[src/rtl/logic_unit_pkg.sv]
// Shared opcodes and FSM state encodings for the
// round-robin shared logic unit.
package logic_unit_pkg;

    localparam logic [1:0] OP_AND = 2'b00;
    localparam logic [1:0] OP_OR  = 2'b01;
    localparam logic [1:0] OP_XOR = 2'b10;
    localparam logic [1:0] OP_NOR = 2'b11;

    typedef enum logic [1:0] {
        ST_IDLE = 2'b00,
        ST_EXEC = 2'b01,
        ST_RESP = 2'b10
    } state_t;

endpackage

[src/rtl/logic_unit.sv]
// Combinational WIDTH-bit bitwise unit: AND, OR, XOR, NOR.
// Results are exactly WIDTH bits; no carries.
module logic_unit
    import logic_unit_pkg::*;
#(
    parameter int WIDTH = 4
) (
    input  logic [1:0]       op,
    input  logic [WIDTH-1:0] x,
    input  logic [WIDTH-1:0] y,
    output logic [WIDTH-1:0] result
);

    always_comb begin
        result = '0;
        unique case (op)
            OP_AND: result = x & y;
            OP_OR:  result = x | y;
            OP_XOR: result = x ^ y;
            OP_NOR: result = ~(x | y);
        endcase
    end

endmodule

[src/rtl/logic_unit_arbiter.sv]
// Two-requester round-robin front end serialising access to
// one logic unit; one operation in flight at a time.
module logic_unit_arbiter
    import logic_unit_pkg::*;
#(
    parameter int WIDTH = 4
) (
    input  logic             clk,
    input  logic             rst_n,
    input  logic             req0_valid,
    output logic             req0_ready,
    input  logic [1:0]       req0_op,
    input  logic [WIDTH-1:0] req0_x,
    input  logic [WIDTH-1:0] req0_y,
    input  logic             req1_valid,
    output logic             req1_ready,
    input  logic [1:0]       req1_op,
    input  logic [WIDTH-1:0] req1_x,
    input  logic [WIDTH-1:0] req1_y,
    output logic             rsp_valid,
    input  logic             rsp_ready,
    output logic             rsp_id,
    output logic [WIDTH-1:0] rsp_data,
    output logic             rsp_zero
);

    state_t           state;
    state_t           state_nx;
    logic             last_grant;
    logic             grant0;
    logic             grant1;
    logic             accept;
    logic             cap_id;
    logic [1:0]       cap_op;
    logic [WIDTH-1:0] cap_x;
    logic [WIDTH-1:0] cap_y;
    logic [WIDTH-1:0] result;

    // Grant goes to the sole valid requester, or on contention
    // to whichever one did not win last time.
    always_comb begin
        grant0 = 1'b0;
        grant1 = 1'b0;
        if (rst_n && state == ST_IDLE) begin
            unique case (1'b1)
                req0_valid && req1_valid: begin
                    grant0 = last_grant;
                    grant1 = !last_grant;
                end
                req0_valid && !req1_valid: grant0 = 1'b1;
                !req0_valid && req1_valid: grant1 = 1'b1;
                default: ;
            endcase
        end
    end

    assign req0_ready = grant0;
    assign req1_ready = grant1;
    assign accept     = grant0 | grant1;
    assign rsp_valid  = (state == ST_RESP);

    always_comb begin
        state_nx = state;
        unique case (state)
            ST_IDLE: if (accept) state_nx = ST_EXEC;
            ST_EXEC: state_nx = ST_RESP;
            ST_RESP: if (rsp_ready) state_nx = ST_IDLE;
            default: state_nx = ST_IDLE;
        endcase
    end

    logic_unit #(
        .WIDTH(WIDTH)
    ) u_logic (
        .op    (cap_op),
        .x     (cap_x),
        .y     (cap_y),
        .result(result)
    );

    always_ff @(posedge clk) begin
        if (!rst_n) begin
            state      <= ST_IDLE;
            last_grant <= 1'b1;
            cap_id     <= 1'b0;
            cap_op     <= '0;
            cap_x      <= '0;
            cap_y      <= '0;
            rsp_id     <= 1'b0;
            rsp_data   <= '0;
            rsp_zero   <= 1'b0;
        end else begin
            state <= state_nx;
            if (accept) begin
                last_grant <= grant1;
                cap_id     <= grant1;
                cap_op     <= grant1 ? req1_op : req0_op;
                cap_x      <= grant1 ? req1_x : req0_x;
                cap_y      <= grant1 ? req1_y : req0_y;
            end
            if (state == ST_EXEC) begin
                rsp_id   <= cap_id;
                rsp_data <= result;
                rsp_zero <= (result == '0);
            end
        end
    end

endmodule

[config.mk]
export PLATFORM = sky130hd
export DESIGN_NAME = logic_unit_arbiter
export DESIGN_NICKNAME = d
export VERILOG_FILES = /design/src/rtl/logic_unit_pkg.sv /design/src/rtl/logic_unit.sv /design/src/rtl/logic_unit_arbiter.sv
export SDC_FILE = /design/constraint.sdc
export NUM_CORES = 1
export LEC_CHECK = 0
export ABC_AREA = 1
export CORE_ASPECT_RATIO = 0.5
export CORE_MARGIN = 2
export CORE_UTILIZATION = 47
export DETAILED_ROUTE_END_ITERATION = 8
export HOLD_SLACK_MARGIN = 0.03
export PLACE_DENSITY = 0.78
export SLEW_MARGIN = 20
export SYNTH_ARGS = -nofsm -noshare
export SYNTH_HDL_FRONTEND = slang
export SYNTH_SLANG_ARGS = --single-unit
[constraint.sdc]
create_clock -name clk -period 1.79 [get_ports clk]
set_clock_uncertainty 0.15 [all_clocks]
set_input_delay 0.358 -clock clk [delete_from_list [all_inputs] [get_ports clk]]
set_output_delay 0.358 -clock clk [all_outputs]
set_load 0.05 [all_outputs]
; ---- Yosys cells after proc, flatten, opt, wreduce, memory -nomap -nowiden
; Cells that the tools add are included.
; W data, S select, Z words.
[word_totals]
reg_bits = 20
input_bits = 25
[op_classes]
eq_ne = 7
muxes = 11
bitwise = 5
n_reduce_logical = 11
[ops]
columns = operator, n
row1 = $pmux W4 S4, 1
row2 = $mux W4, 2
row3 = $eq A2 B2 Y1 const B, 3
row4 = $mux W2, 3
row5 = $pmux W2 S3, 1
row6 = $and A4 B4 Y4, 1
row7 = $eq A2 B1 Y1 const B, 2
row8 = $logic_and A1 B1 Y1, 4
row9 = $logic_not A2 Y1, 2
row10 = $logic_not A4 Y1, 1
row11 = $not A4 Y4, 1
row12 = $or A4 B4 Y4, 1
row13 = $pmux W1 S2, 2
row14 = $xor A4 B4 Y4, 1
row15 = $logic_not A1 Y1, 3
row16 = $mux W1, 2
row17 = $ne A2 B1 Y1 const B, 1
row18 = $ne A2 B2 Y1 const B, 1
row19 = $reduce_and A2 Y1, 1
row20 = $or A1 B1 Y1, 1

; ---- Logic depth before layout (Yosys ltp)
[depth]
word_depth = 7
mapped_depth = 9

; ---- Modules after synthesis
; From an unflattened synthesis, not the netlist that was laid out.
[hier_totals]
hier_cells = 195
hier_area_um2 = 1321.3
[by_module_without_submodules]
columns = module, instances, cells_each, area_per_inst_um2, seq_area_each_um2
row1 = logic_unit_arbiter, 1, 151, 1062.3, 400.4
row2 = logic_unit, 1, 44, 259.0, 0.0

; ---- Least setup slack after synthesis
; Ideal clock, no wire load.
[synth_path]
kind = input-to-output
start = input port req0_valid
end = output port req0_ready
arrival_ns = 1.127
path_slack_ns = 0.155
cell_stages = 4
path_buffers = 1
cell_sequence = a21boi_0 nand2_2 buf_6 inv_1
[synth_between]
elab_chain_cells = 3
elab_cells_between_ends = 4
classes_between = mux: 2 / reduce/logical: 2
[synth_lines]
columns = element, line
row1 = from (decl), logic_unit_arbiter.sv:10  ; input logic req0_valid,
row2 = $logic_and A1 B1 Y1 (on tied branches), "logic_unit_arbiter.sv:50, logic_unit_arbiter.sv:46"
row3 = $pmux W1 S2 *, logic_unit_arbiter.sv:45  ; unique case (1'b1)
row4 = $mux W1 *, logic_unit_arbiter.sv:44  ; if (rst_n && state == ST_IDLE) begin
row5 = to (decl), logic_unit_arbiter.sv:11  ; output logic req0_ready,
; Mark *: on every way between the ends. The rest lies on a longest branch, timed or not.

; ---- Worst setup path in the final report
[layout_path]
start = register state[1]
end = output port req1_ready
[layout_between]
elab_chain_cells = 3
[layout_lines]
columns = element, line
row1 = from (decl), logic_unit_arbiter.sv:27  ; state_t state;
row2 = from (signal assigned), logic_unit_arbiter.sv:93  ; state <= state_nx;
row3 = $logic_not A2 Y1, logic_unit_arbiter.sv:44
row4 = $logic_and A1 B1 Y1, logic_unit_arbiter.sv:44
row5 = $mux W1, logic_unit_arbiter.sv:44
row6 = to (decl), logic_unit_arbiter.sv:16  ; output logic req1_ready,
; No other way between the ends.

==> reports/summary.txt <==
GR Overflow Total -> 0
Sequential share of power -> 0.408
TNS Setup -> 0 ps
Die Span Y -> 40.2 um
Period utilization -> 0.962
P_int -> 0.000873 W
Synth area leader -> dfxtp_1
1st-pass router iterations -> 4
Critical path required time -> 1280 ps
Final worst slack -> 67.4 ps
Main combinational cell family by area after synthesis -> simple AND/OR/NAND/NOR gates
Row count -> 13
Fillers -> 223
ANT nets after route -> 0
Ys flop type -> dfxtp_1
Critical path's largest stage delay -> 340 ps
Post-synthesis mux area share -> 0
Switch share -> 0.334
Multi-input logic area -> 633 um^2
Worst Setup Path Type -> reg -> out
Fin. Hold Viols -> 0
Dpl hpwl -> 2.04 mm
XOR/XNOR Fraction of Synth Area -> 0
I/O pins -> 34
Largest net degree at the start of global routing -> 24
Startpoint types -> register
Fin util -> 0.676
Die area -> 3060 um^2
Cells after Synth -> 183
CTS max path bufs -> 2
Buffers on Ports -> 33
Fin crit period -> 1720 ps
Synth top area share -> 0.326
Total track usage -> 0.185
Clock buffer count from CTS -> 3
Yosys reg bits -> 20
Clock sinks -> 20
Synthesis-to-layout area growth -> 39.5%
Vias per cell -> 4.55
Syn Area/Cell -> 6.71 um^2
Slew Limit Headroom -> 0.743
Number of flops mapped to enable cells by yosys -> 0
Final instance area -> 1710 um^2
Arr. time, crit path -> 1210 ps
Final Max Tran Viols -> 0
Clk pwr share -> 0.267
Switch Pwr -> 0.000439 W
Simple-gate area share of the yosys netlist -> 0.275
Seq/Total Area, Yosys -> 0.326
CP max FO -> 2
Syn_nets -> 216
Fraction of layout cells with a size suffix above 1 -> 0.166
Vias in the first global route -> 977
# DRC -> 0
Initial antenna violation count -> 0
Initial Utilization -> 0.484
DR WL/cell -> 10.3 um
Post-synth top cells -> inv_1, nand2_1, dfxtp_1
Initial DRC Count -> 64
Slowest stage cell, crit path -> dfxtp_1
RSZ-0062 raised after global routing -> false
Final WL -> 2.69 mm
Pleak -> 0.832 nW
Complex-gate fraction of the synthesized area -> 0.156
HP Class -> reg -> reg
Async SR Flop Fraction -> 0
Fmax -> 581 MHz
Worst-margin pin slew -> 385 ps
First-pass GRT wire length -> 4.33 mm
Clock transition at path regs -> 80 ps
DP Area -> 1640 um^2
Nets@finish -> 257
Setup-failing EPs final -> 0
Total number of H-tree levels -> 1
Most instantiated library cell after synthesis -> inv_1
Yosys warning count -> 0
Outcome -> completed
Core area -> 2540 um^2
Placer Congestion -> 0.853
Die W -> 76.3 um
MaxCap Viol Count -> 0
DR vias -> 1,183
Place WS -> -204 ps
N_diodes -> 0
Register Area -> 400 um^2
Logic pwr share -> 0.325
Synth Area in Adders -> 0.0815
Clk_lat worst skew -> 260 ps
Pwr/cell area -> 765 nW/um^2
CTS Hold Bufs -> 0
CTS tree -> yes
Synth area leaders -> dfxtp_1, inv_1, nand2_1
CP Capture Type -> output pin
Crit-path cells -> nor3_4 -> nand3_2 -> inv_2 -> buf_12
Root Buffer -> clkbuf_8
Synth unique cells -> 21
Mapped Area -> 1230 um^2
Maximum VDD drop -> 0.388 mV
==> state kept, by name (all words and copies together), names as in the netlist <==
register    count
rsp_data        4
cap_x           4
cap_op          2
cap_y           4
rsp_id          1
rsp_zero        1
cap_id          1
last_grant      1
state           2
==> power by group through the flow <==
| stage | clock network (W) | registers (W) | logic (W) |
|---|---|---|---|
| after floorplan | 0 | 0.000591 | 0.000213 |
| after global placement | 0 | 0.000543 | 0.000410 |
| after detailed placement | 0 | 0.000545 | 0.000419 |
| after CTS | 0.000353 | 0.000535 | 0.000426 |
| after global routing | 0.000371 | 0.000543 | 0.000469 |
| final | 0.000350 | 0.000535 | 0.000426 |
==> stage by stage <==
step	cells	hold WS, ps	total power (W)
3_5_place_dp	254	311	0.000965
6_report	260	324	0.00131
3_3_place_gp	254	304	0.000953
2_1_floorplan	183	287	0.000804
5_1_grt	260	343	0.00138
4_1_cts	260	324	0.00131
==> path summary, 6_finish.rpt <==
check / from / end / slack (ps) / cells past startpoint
setup / recovery: state[1] / req1_ready / 70 / 4
hold / removal: rsp_zero / rsp_zero / 320 / 2
setup reg to reg: state[1] / cap_y[1] / 220 / 7
hold reg to reg: rsp_zero / rsp_zero / 320 / 2
==> repair_timing <==
item                       in CTS  in global routing
pin swaps                       2                  1
gates resized for setup         7                  0
setup buffers                   2                  0
setup endpoints to repair       2                  1
==> layer usage <==
| layer | GRT usage | vias to the layer above | routed length, um |
|---|---|---|---|
| li1 | - | 649 | - |
| met1 | 0.241 | 486 | 1350 |
| met2 | 0.308 | 44 | 1120 |
| met3 | 0.0586 | 4 | 188 |
| met4 | 0.0500 | 0 | 25 |
| met5 | 0 | - | 0 |
==> layout by cell type, fill, tap and decap left out <==
cell type / n
inv_1: 37
nand2_1: 35
clkdlybuf4s50_1: 21
dfxtp_1: 20
nand3_1: 18
nor2_1: 16
a21oi_1: 15
buf_4: 15
o21ai_0: 8
ha_1: 8
o21ai_2: 7
clkbuf_8: 4
buf_12: 4
inv_2: 3
nand4_1: 3
dlygate4sd2_1: 3
nor3_4: 1
nand3_2: 1
a21boi_2: 1
nand2_2: 1
nor3_1: 1
o211ai_1: 1
==> cells by family (layout without fill, tap and decap cells) <==
group	count (synthesis)	after routing
simple gates	76	76
fa+ha+maj	8	8
compound gates	32	32
flops	20	20
buf+inv	47	87
==> final cells by class <==
| cell class | count | area share |
|---|---|---|
| Clock buffer | 4 | 0.0321 |
| Timing Repair Buffer | 43 | 0.250 |
| Inverter | 40 | 0.0876 |
| Multi-Input combinational cell | 116 | 0.369 |
| Sequential cell | 20 | 0.234 |
| Tap cell | 37 | 0.0270 |
==> worst max-delay path: cells and delay by family, from the launching register on <==
kind	cells	cell delay [ps]
simple gates	2	370
flops	1	340
buf+inv	2	240
(Power assumes the default switching activity.)
